### config.mk
export PLATFORM = sky130hd
export DESIGN_NAME = mux_step_bank
export DESIGN_NICKNAME = d
export VERILOG_FILES = /design/src/rtl/kl_mux_pkg.sv /design/src/rtl/mux_sel_ctr.sv /design/src/rtl/mux_step_bank.sv
export SDC_FILE = /design/constraint.sdc
export NUM_CORES = 1
export LEC_CHECK = 0
export ABC_AREA = 1
export CORE_AREA = 2 2 39 41
export CTS_BUF_LIST = sky130_fd_sc_hd__clkbuf_2
export DETAILED_ROUTE_END_ITERATION = 8
export DIE_AREA = 0 0 41 43
export PLACE_DENSITY = 0.64
export REMOVE_ABC_BUFFERS = 1
export SYNTH_ARGS = -nofsm -noshare
export SYNTH_HDL_FRONTEND = slang
export SYNTH_SLANG_ARGS = --single-unit
### constraint.sdc
create_clock -name CLK -period 0.98 [get_ports CLK]
set_clock_uncertainty 0.1 [all_clocks]
set_input_delay 0.196 -clock CLK [delete_from_list [all_inputs] [get_ports CLK]]
set_output_delay 0.196 -clock CLK [all_outputs]
set_load 0.02 [all_outputs]
### src/rtl/kl_mux_pkg.sv
`default_nettype none
// ============================================================================
//  Module   : kl_mux_pkg
//  Purpose  : Shared types and helpers for the stepping select mux bank.
//             Holds the select-register operation encoding and the wrap test.
//  Revision : 1.0  initial release
// ============================================================================
package kl_mux_pkg;

    // Operation applied to the select register on one edge, after priority
    // resolution of the CLR / SEL_LOAD / STEP request lines.
    typedef enum logic [1:0] {
        SEL_HOLD = 2'd0,
        SEL_CLR  = 2'd1,
        SEL_LOAD = 2'd2,
        SEL_STEP = 2'd3
    } sel_op_t;

    // True when a select value sits at the last legal input, so the next
    // step must wrap back to zero instead of incrementing.
    function automatic logic sel_wrap(input int sel, input int inputs);
        return (sel == (inputs - 1));
    endfunction

endpackage : kl_mux_pkg
`default_nettype wire

### src/rtl/mux_sel_ctr.sv
`default_nettype none
// ============================================================================
//  Module   : mux_sel_ctr
//  Purpose  : Select register shared by all mux channels. Supports clear,
//             load (with range check) and auto-increment with wrap, and
//             emits one-cycle WRAP / SEL_ERR pulses.
//  Revision : 1.0  initial release
// ============================================================================
module mux_sel_ctr
    import kl_mux_pkg::*;
#(
    parameter int INPUTS = 4,
    parameter int SELW   = $clog2(INPUTS)
) (
    input  logic            clk,
    input  logic            rst_n,
    input  logic            clr,
    input  logic            load,
    input  logic [SELW-1:0] load_val,
    input  logic            step,
    output logic [SELW-1:0] sel,
    output logic            wrap,
    output logic            sel_err
);

    sel_op_t         op;
    logic            load_ok;
    logic            at_last;
    logic [SELW-1:0] sel_inc;

    // Resolve the request lines into one operation: clear beats load beats step.
    always_comb begin
        op = SEL_HOLD;
        if (clr) begin
            op = SEL_CLR;
        end else if (load) begin
            op = SEL_LOAD;
        end else if (step) begin
            op = SEL_STEP;
        end
    end

    // A load is only accepted when it names an existing input; this keeps the
    // register inside 0..INPUTS-1 even when INPUTS is not a power of two.
    assign load_ok = (int'(load_val) < INPUTS);
    assign at_last = sel_wrap(int'(sel), INPUTS);
    assign sel_inc = sel + SELW'(1);

    // Select register plus the two status pulses, which default low every edge.
    always_ff @(posedge clk or negedge rst_n) begin
        if (!rst_n) begin
            sel     <= '0;
            wrap    <= 1'b0;
            sel_err <= 1'b0;
        end else begin
            wrap    <= 1'b0;
            sel_err <= 1'b0;
            case (op)
                SEL_CLR: begin
                    sel <= '0;
                end
                SEL_LOAD: begin
                    if (load_ok) begin
                        sel <= load_val;
                    end else begin
                        sel_err <= 1'b1;
                    end
                end
                SEL_STEP: begin
                    if (at_last) begin
                        sel  <= '0;
                        wrap <= 1'b1;
                    end else begin
                        sel  <= sel_inc;
                    end
                end
                default: begin
                    sel <= sel;
                end
            endcase
        end
    end

endmodule : mux_sel_ctr
`default_nettype wire

### src/rtl/mux_step_bank.sv
`default_nettype none
// ============================================================================
//  Module   : mux_step_bank
//  Purpose  : CHANS parallel 1-of-INPUTS muxes sharing one steppable select
//             register, each feeding a registered output that holds while
//             capture is disabled. All outputs are flop-driven.
//  Revision : 1.0  initial release
// ============================================================================
module mux_step_bank #(
    parameter int CHANS  = 2,
    parameter int INPUTS = 4,
    parameter int SELW   = $clog2(INPUTS)
) (
    input  logic                           CLK,
    input  logic                           RESET_N,
    input  logic                           CLR,
    input  logic                           SEL_LOAD,
    input  logic [SELW-1:0]                SEL_IN,
    input  logic                           STEP,
    input  logic                           EN,
    input  logic [CHANS-1:0][INPUTS-1:0]   D,
    output logic [CHANS-1:0]               Q,
    output logic                           VALID,
    output logic [SELW-1:0]                SEL,
    output logic                           WRAP,
    output logic                           SEL_ERR
);

    // The select register is the only shared state; every channel indexes
    // its data with the pre-edge value, so a capture and a step on the same
    // edge see the old select.
    mux_sel_ctr #(
        .INPUTS (INPUTS),
        .SELW   (SELW)
    ) u_sel_ctr (
        .clk      (CLK),
        .rst_n    (RESET_N),
        .clr      (CLR),
        .load     (SEL_LOAD),
        .load_val (SEL_IN),
        .step     (STEP),
        .sel      (SEL),
        .wrap     (WRAP),
        .sel_err  (SEL_ERR)
    );

    generate
        for (genvar c = 0; c < CHANS; c++) begin : g_chan
            logic pick;
            logic q_bit;

            // SEL is always below INPUTS, so this index never leaves the vector.
            assign pick = D[c][SEL];

            // Output flop for this channel: capture on EN, otherwise hold.
            always_ff @(posedge CLK or negedge RESET_N) begin
                if (!RESET_N) begin
                    q_bit <= 1'b0;
                end else if (EN) begin
                    q_bit <= pick;
                end
            end

            assign Q[c] = q_bit;
        end
    endgenerate

    // VALID marks that Q was refreshed on the most recent edge.
    always_ff @(posedge CLK or negedge RESET_N) begin
        if (!RESET_N) begin
            VALID <= 1'b0;
        end else begin
            VALID <= EN;
        end
    end

endmodule : mux_step_bank
`default_nettype wire

; ---- Word-level counts from Yosys, hierarchy flattened
; Cells that the tools add are included.
[totals]
register_bits = 6
inputBits = 16
output_inout_bits = 7
[op_classes]
addsub = 1
order_cmp = 1
eq_ne = 4
mux = 11
reduce_logical = 1
[op_table]
columns = cell, n
row1 = $mux W2, 4
row2 = $pmux W2 S3, 1
row3 = $bmux W1 S2, 2
row4 = $eq A2 B1 Y1 const B, 2
row5 = $eq A2 B2 Y1 const B, 2
row6 = $mux W1, 4
row7 = $lt A2 B3 Y1 const B, 1
row8 = $reduce_bool A3 Y1, 1
row9 = $add A2 B1 Y2 const B, 1

; ---- Logic depth before layout (Yosys ltp)
; Gate-level depths: netlist (run 1).
[logic_depth]
ltp_word = 5
mapped_depth = 6

; ---- Hierarchy
; From an unflattened synthesis (run 1), not the netlist that was laid out.
[hier_totals]
hier_cells = 58
area_unflattened_um2 = 395.4
[modules_own_cells]
columns = module, instances, cells_each, area_per_inst_um2, seq_area_each_um2
row1 = mux_step_bank, 1, 36, 211.5, 75.1
row2 = mux_sel_ctr, 1, 22, 183.9, 75.1

; ---- Least setup slack after synthesis (run 1)
; No wires, ideal clock.
[synth_path]
path_kind = reg2reg
from = register u_sel_ctr.sel[0]
to = register u_sel_ctr.sel[1]
arrival_ns = 0.931
required_time_ns = 0.756
path_slack_ns = -0.176
path_stages_with_launch = 4
path_buffers = 0
path_cell_list = dfrtp_1 -> ha_1 -> nand2_1 -> nand3_1
[synth_between]
elab_chain_cells = 3
word_cells_on_any_way = 4
[synth_rtl]
columns = item, line_no
row1 = from (decl), mux_sel_ctr.sv:21  ; output logic [SELW-1:0] sel,
row2 = from (signal assigned), mux_sel_ctr.sv:64  ; sel <= load_val;
row3 = from (signal assigned), mux_sel_ctr.sv:74  ; sel <= sel_inc;
row4 = from (signal assigned), mux_sel_ctr.sv:78  ; sel <= sel;
row5 = $add A2 B1 Y2 or $eq A2 B1 Y1 (tied branches), "mux_sel_ctr.sv:47, kl_mux_pkg.sv:22"
row6 = $mux W2 *, mux_sel_ctr.sv:70  ; if (at_last) begin
row7 = $pmux W2 S3 *, mux_sel_ctr.sv:58  ; case (op)
; Mark *: on every way between the ends. The rest lies on a longest branch, timed or not.
; A chain may end at the register's enable or synchronous reset.

; ---- Final worst setup path (run 1)
[layout_path]
from = register u_sel_ctr.sel[0]
to = register g_chan[0].q_bit
[layout_between]
elab_chain_cells = 2
[layout_rtl]
columns = item, line_no
row1 = $bmux W1 S2, mux_step_bank.sv:53  ; assign pick = D[c][SEL];
row2 = $mux W1 (implied by the code), mux_step_bank.sv:53
row3 = to (signal assigned), mux_step_bank.sv:60  ; q_bit <= pick;
row4 = to (decl), mux_step_bank.sv:50  ; logic q_bit;
; No other way between the ends. The select of a mux whose other input is x is not followed.

==> results of run 1 <==
[cell type report]
type                            count  area, um^2
Multi-Input combinational cell     35         238
Timing Repair Buffer               28         272
Inverter                           14        57.6
Clock buffer                        3        15.0
Fill cell                         136         632
Tap cell                           16        20.0
Sequential cell                     6         150
[how the worst min path moves through the flow]
stage                        from              end  slack [ps]  cells after the start
final                     RESET_N  g_chan[1].q_bit         110                      1
after global routing      RESET_N  g_chan[1].q_bit         130                      1
after CTS                 RESET_N  g_chan[1].q_bit         120                      1
after detailed placement  RESET_N  g_chan[0].q_bit         360                      1
after global placement    RESET_N  g_chan[0].q_bit         360                      1
after floorplan           RESET_N            VALID        -200                      0
[placed cells by master, fill, tap and decap left out, drive strengths merged]
cell and n:
buf 13, nand2 20, nand3 9, nor2 3
nor3 1, clkbuf 3, clkdlybuf4s50 15, inv 14
ha 1, conb 1, dfrtp 6
[layer usage]
layer  up-vias  track usage, %
li1        223               -
met1       204            16.2
met2        19            21.3
met3         2            8.90
met4         0            5.33
met5         -               0
[sequential cells by signal, indices dropped and copies added (netlist names)]
name            cells
VALID               1
g_chan.q_bit        2
u_sel_ctr.sel       2
u_sel_ctr.wrap      1
[repair_timing]
| action | in CTS | in global routing |
|---|---|---|
| hold buffers | 0 | 0 |
| pin swaps | 11 | 8 |
| hold endpoints to repair | 0 | 0 |
| gates resized for setup | 48 | 11 |
| endpoints found under the setup margin | 11 | 11 |
| setup buffers | 4 | 0 |
[report_power, final]
group / internal [mW] / switching [mW] / leakage (nW)
logic: 0.170 / 0.152 / 0.315
clock network: 0.0830 / 0.0916 / 0.0125
registers: 0.269 / 0.0137 / 0.0762
[cell families (layout without fill, tap and decap cells)]
family | count (synthesis) | in the layout | synth area share [%]
simple gates | 33 | 33 | 36.1
fa+ha+maj | 1 | 1 | 3.31
other cells | 1 | 1 | 0.992
flops | 6 | 6 | 39.7
buf+inv | 17 | 45 | 19.9
==> flow_summary.toml, run 1 <==
[cts]
cts_sinks = 6
clock_insertion_delay_worst_skew_ps = 220
max-clock-path-buffers = 2
cts_made_buffers = 3
tritoncts = "built"
clkSlewWorstSetupHoldPaths_ps = 70
ctsHtreeMaxLevel = 1
clockRootBuffer = "sky130_fd_sc_hd__clkbuf_2"

[grt]
grt_max_degree = 7
antenna_violations_before_repair = 0
globalRouteTotalUtil_pct = 14.4
gr-total-overflow = 0
grt_pass1_vias = 437
grt_first_pass_wirelength_um = 1640

[sta]
final.setup.worst_slack_ps = -142
achievable-frequency_mhz = 891
setup_viol_count_final = 11
shortest_clock_period_the_worst_path_allows_after_layout_ps = 1120
grt_setup_unrepaired = "true"
worst_hold_slack_ps = 114
timing.final.max_slew_violations = 0
final.setup.tns_ps = -765
finalHoldViolations = 0
fin_crit_sh_pct = 114

[die]
width_of_the_chip_um = 41
placeableCoreArea_um2 = 1380
ios = 23
rows = 14
start_util_pct = 27.3
fp.dieArea_um2 = 1760
dieHeight_um = 43

[synthesis]
post-synth-top-count-cell = "sky130_fd_sc_hd__nand2_1"
synth.yosys.warnings = 0
synth_cell_type_count = 10
synth-edff-count = 0
syn-cell-area_um2 = 378
most_used_dff_post_synth = "sky130_fd_sc_hd__dfrtp_1"
synth.largest_area_cell = "sky130_fd_sc_hd__dfrtp_1"
ys_seq_area_share_pct = 39.7
asyncSetResetFlopFracSynth_pct = 100
synthesis.area_per_instance_um2 = 6.51
synth.top_cell.area_share_pct = 39.7
dominant_cells_by_area_after_synthesis = "sky130_fd_sc_hd__dfrtp_1, sky130_fd_sc_hd__nand2_1, sky130_fd_sc_hd__inv_1, sky130_fd_sc_hd__nand3_1, sky130_fd_sc_hd__buf_4"
synth-seq-cells = 6
synth_cells = 58
synth_common_cells = "sky130_fd_sc_hd__nand2_1, sky130_fd_sc_hd__inv_1, sky130_fd_sc_hd__nand3_1"

[setup_path]
timing.critical_path.cells = "buf_6 > buf_6 > nand2_2 > nand3_2 > nand2_2 > nand2_2 > nand2_1"
worst_reg_to_reg_setup_slack_ps = -140
worst-r2r-cell-count = 7
worstPathArrival_ps = 1190
max_stage_delay_ps = 380
reg2reg_from = "u_sel_ctr.sel[0]"
critical_path.most_common_cell = "sky130_fd_sc_hd__nand2_2"
endpoint = "g_chan[0].q_bit"
timing.rr.end = "g_chan[0].q_bit"
number_of_cells_on_the_critical_path = 7
cp.buffers_inverters = 2
criticalPathCategory = "flip-flop to flip-flop"
library_cell_contributing_the_largest_single_delay_on_the_critical_path = "sky130_fd_sc_hd__dfrtp_1"
setup.worst_path.end_class = "flip-flop"
crit_path_max_fanout = 4
worstPathRequired_ps = 1050
setup.worst_path.start_class = "flip-flop"
worstSetupStartpoint = "u_sel_ctr.sel[0]"
path_delay_family = "flip-flops"

[power]
leakagePower_nw = 0.403
total_power_mw = 0.780
peakVddDrop_mv = 0.661
cellPowerDensity_nw_per_um2 = 1040

[placement]
place.port_buffers = 21
place_ws_ps = -250
place_congestion = 0.691
place_inst = 95
placedInstanceArea_um2 = 608
dp_hpwl_um = 676

[drt]
m1WireLength_um = 391
via_per_inst = 4.39
vias_after_detailed_routing = 448
ant_nets = 0
wl_met2_um = 603
post-route-drc-count = 0
drtPass1Iterations = 4
routed-wl-met3_um = 75
detail_route.wl_per_cell_um = 10.6
postRouteWirelength_um = 1080
detail_route.iter0.violations = 6
highest_layer = "met4"

[layout]
stdcell_count = 102
diodes = 0
final_core_utilization_pct = 54.3
final_layout_size_suffix_gt1_share_pct = 43.0
area_delta_synth_final_pct = 99.0
final_design_area_no_fill_um2 = 752
nets_finish = 105

[outcome]
outcome = "complete, but fails checks"
failed_checks = "setup timing"

[run]
max-cap-violations = 0

[min_path]
timing.hold.worst.class = "input port to async pin"
No activity file was read; power rests on OpenSTA's default activity.
==> inputs of run 2 (changes only) <==
--- a/config.mk
+++ b/config.mk
@@ -10,8 +10,9 @@
 export CTS_BUF_LIST = sky130_fd_sc_hd__clkbuf_2
 export DETAILED_ROUTE_END_ITERATION = 8
 export DIE_AREA = 0 0 41 43
-export PLACE_DENSITY = 0.64
+export PLACE_DENSITY = 0.66
 export REMOVE_ABC_BUFFERS = 1
 export SYNTH_ARGS = -nofsm -noshare
 export SYNTH_HDL_FRONTEND = slang
+export SYNTH_HIERARCHICAL = 1
 export SYNTH_SLANG_ARGS = --single-unit
==> flow_summary.toml, run 2 <==
[sta]
shortest_clock_period_the_worst_path_allows_after_layout_ps = 1100
fin_crit_sh_pct = 112
achievable-frequency_mhz = 912
finalHoldViolations = 0
final.setup.worst_slack_ps = -117
setup_viol_count_final = 11
timing.final.max_slew_violations = 0
grt_setup_unrepaired = "true"

[setup_path]
worstSetupStartpoint = "u_sel_ctr/sel[1]"
timing.critical_path.cells = "buf_4"
reg2reg_from = "u_sel_ctr/sel[0]"
crit_path_max_fanout = 2
setup.worst_path.end_class = "output port"
worstPathArrival_ps = 800
worst_reg_to_reg_setup_slack_ps = -120
setup.worst_path.start_class = "flip-flop"
max_stage_delay_ps = 390
endpoint = "SEL[1]"
cp.buffers_inverters = 1
criticalPathCategory = "flip-flop to output port"
worst-r2r-cell-count = 4
library_cell_contributing_the_largest_single_delay_on_the_critical_path = "sky130_fd_sc_hd__dfrtp_1"
timing.rr.end = "u_sel_ctr/sel[1]"
worstPathRequired_ps = 680
path_delay_family = "flip-flops"
number_of_cells_on_the_critical_path = 1

[power]
total_power_mw = 0.755
swShare_pct = 32.8
power_report.internal_total_mw = 0.508
cellPowerDensity_nw_per_um2 = 1090
peakVddDrop_mv = 0.530
net-switching-power_mw = 0.247
power.share.clock_pct = 24.8
power_frac_comb_pct = 37.8
leakagePower_nw = 0.375
seq_power_share_pct = 37.4

[layout]
largest_registers = "g_chan.q_bit: 2 flops, u_sel_ctr/sel: 2 flops"
num-fill-cells = 141
diodes = 0
area_delta_synth_final_pct = 75.9
multi_input_comb_area_um2 = 208
register_area_um2 = 150
final_layout_size_suffix_gt1_share_pct = 32.5
final_core_utilization_pct = 50.3
mostFrequentLayoutCells = "sky130_fd_sc_hd__nand2_1, sky130_fd_sc_hd__clkdlybuf4s50_1, sky130_fd_sc_hd__inv_1"
nets_finish = 102

[synthesis]
synth-edff-count = 0
synth.top_cell.area_share_pct = 38.0
ys_seq_area_share_pct = 38.0
synth_cells = 58
synth_xor_xnor_area_share_pct = 0
post-synth-top-count-cell = "sky130_fd_sc_hd__nand2_1"
yosys.area_share.simple_pct = 38.9
combinational_family_with_the_most_area_after_synthesis = "simple AND/OR/NAND/NOR gates"
synth.largest_area_cell = "sky130_fd_sc_hd__dfrtp_1"
synth_common_cells = "sky130_fd_sc_hd__nand2_1, sky130_fd_sc_hd__inv_1, sky130_fd_sc_hd__nand3_1"
synthesis.area_per_instance_um2 = 6.82
share_of_synthesized_area_spent_on_multiplexers_pct = 0
asyncSetResetFlopFracSynth_pct = 100
synth_cell_type_count = 12
syn-cell-area_um2 = 395
synthAdderAreaFrac_pct = 3.16
synth_compound_gate_area_share_pct = 0
dominant_cells_by_area_after_synthesis = "sky130_fd_sc_hd__dfrtp_1, sky130_fd_sc_hd__nand2_1, sky130_fd_sc_hd__inv_1, sky130_fd_sc_hd__nand3_1, sky130_fd_sc_hd__buf_4"
synth.yosys.warnings = 6
most_used_dff_post_synth = "sky130_fd_sc_hd__dfrtp_1"
synth-seq-cells = 6

[cts]
cts_sinks = 6
clock_insertion_delay_worst_skew_ps = 240
max-clock-path-buffers = 2
cts_hold_repair.buffers = 0
tritoncts = "built"
clockRootBuffer = "sky130_fd_sc_hd__clkbuf_2"
cts_made_buffers = 3
ctsHtreeMaxLevel = 1
clkSlewWorstSetupHoldPaths_ps = 80

[placement]
place_congestion = 0.658
place_ws_ps = -243
place.port_buffers = 21
dp_hpwl_um = 687

[die]
start_util_pct = 28.6
dieHeight_um = 43
width_of_the_chip_um = 41
fp.dieArea_um2 = 1760
rows = 14
placeableCoreArea_um2 = 1380
ios = 23

[drt]
ant_nets = 0
detail_route.iter0.violations = 9
detail_route.wl_per_cell_um = 9.31
via_per_inst = 4.26
postRouteWirelength_um = 922
drtPass1Iterations = 4
post-route-drc-count = 0
vias_after_detailed_routing = 422

[grt]
grt_pass1_vias = 390
antenna_violations_before_repair = 0
globalRouteTotalUtil_pct = 12.7
grt_first_pass_wirelength_um = 1490
gr-total-overflow = 0
grt_max_degree = 9

[outcome]
outcome = "complete, but fails checks"
failed_checks = "setup timing"

[run]
max-cap-violations = 0

[min_path]
timing.hold.worst.class = "input port to async pin"
## run 2: changes by cell type in the layout (fill, tap and decap cells not counted), moves of 2 or more
cell / change
sky130_fd_sc_hd__nand2_2: -4
sky130_fd_sc_hd__inv_4: -2
sky130_fd_sc_hd__nand3_2: -4
sky130_fd_sc_hd__nand2_1: +3
sky130_fd_sc_hd__nor2_2: +2
sky130_fd_sc_hd__buf_4: -2
sky130_fd_sc_hd__nand3_1: +5
## run 2: worst min path at each step
stage,endpoint,depth (start not counted)
2_1_floorplan,VALID,0
3_3_place_gp,g_chan[0].q_bit,1
3_5_place_dp,g_chan[1].q_bit,1
4_1_cts,VALID,1
5_1_grt,VALID,1
6_report,VALID,1
## run 2: worst reg2reg max path, delay by kind of cell, from the launching register on
kind | cells | cell delay (ps)
adder cells (fa/ha/maj) | 1 | 260
AND/OR/NAND/NOR | 2 | 150
flip-flops | 1 | 390
buffers and inverters | 1 | 150
## run 2: layout make-up
class | count | area share [%]
clock buffers | 3 | 2.16
inverters | 14 | 8.27
multi-input cells | 35 | 29.9
flip-flops and latches | 6 | 21.6
well taps | 16 | 2.88
repair buffers | 25 | 35.3
## run 2: logic make-up (layout without fill, tap and decap cells)
logic type / Yosys count / in the layout
buf+inv: 17 / 42
simple gates: 33 / 33
fa+ha+maj: 1 / 1
flops: 6 / 6
other cells: 1 / 1
## run 2: per-stage QoR
| stage | hold slack, ps | instances | setup TNS [ps] | cell area [um^2] |
|---|---|---|---|---|
| after floorplan | -200 | 55 | -754 | 373 |
| after global placement | 360 | 94 | -2340 | 618 |
| after detailed placement | 370 | 94 | -2360 | 618 |
| after CTS | 106 | 98 | -969 | 668 |
| after global routing | 138 | 99 | -1220 | 696 |
| final | 99.6 | 99 | -957 | 696 |
## run 2: power groups by stage
| stage | combinational [mW] | clock (mW) | sequential [mW] |
|---|---|---|---|
| floorplan | 0.0707 | 0 | 0.319 |
| global placement | 0.241 | 0 | 0.282 |
| detailed placement | 0.243 | 0 | 0.283 |
| CTS | 0.266 | 0.190 | 0.282 |
| global route | 0.312 | 0.195 | 0.283 |
| finish | 0.286 | 0.187 | 0.282 |
## run 2: metal layers
metal | up-vias | track usage (%) | wire [um]
met1 | 181 | 15.1 | 415
met2 | 18 | 19.1 | 421
met3 | 2 | 3.66 | 66
li1 | 221 | - | -
met4 | 0 | 8.00 | 19
met5 | - | 0 | 0
## run 2: what timing repair did
item	CTS	global route
hold endpoints to repair	0	0
gates resized for setup	38	7
buffers inserted	1	1
setup endpoints to repair	11	11
pin swaps	2	1
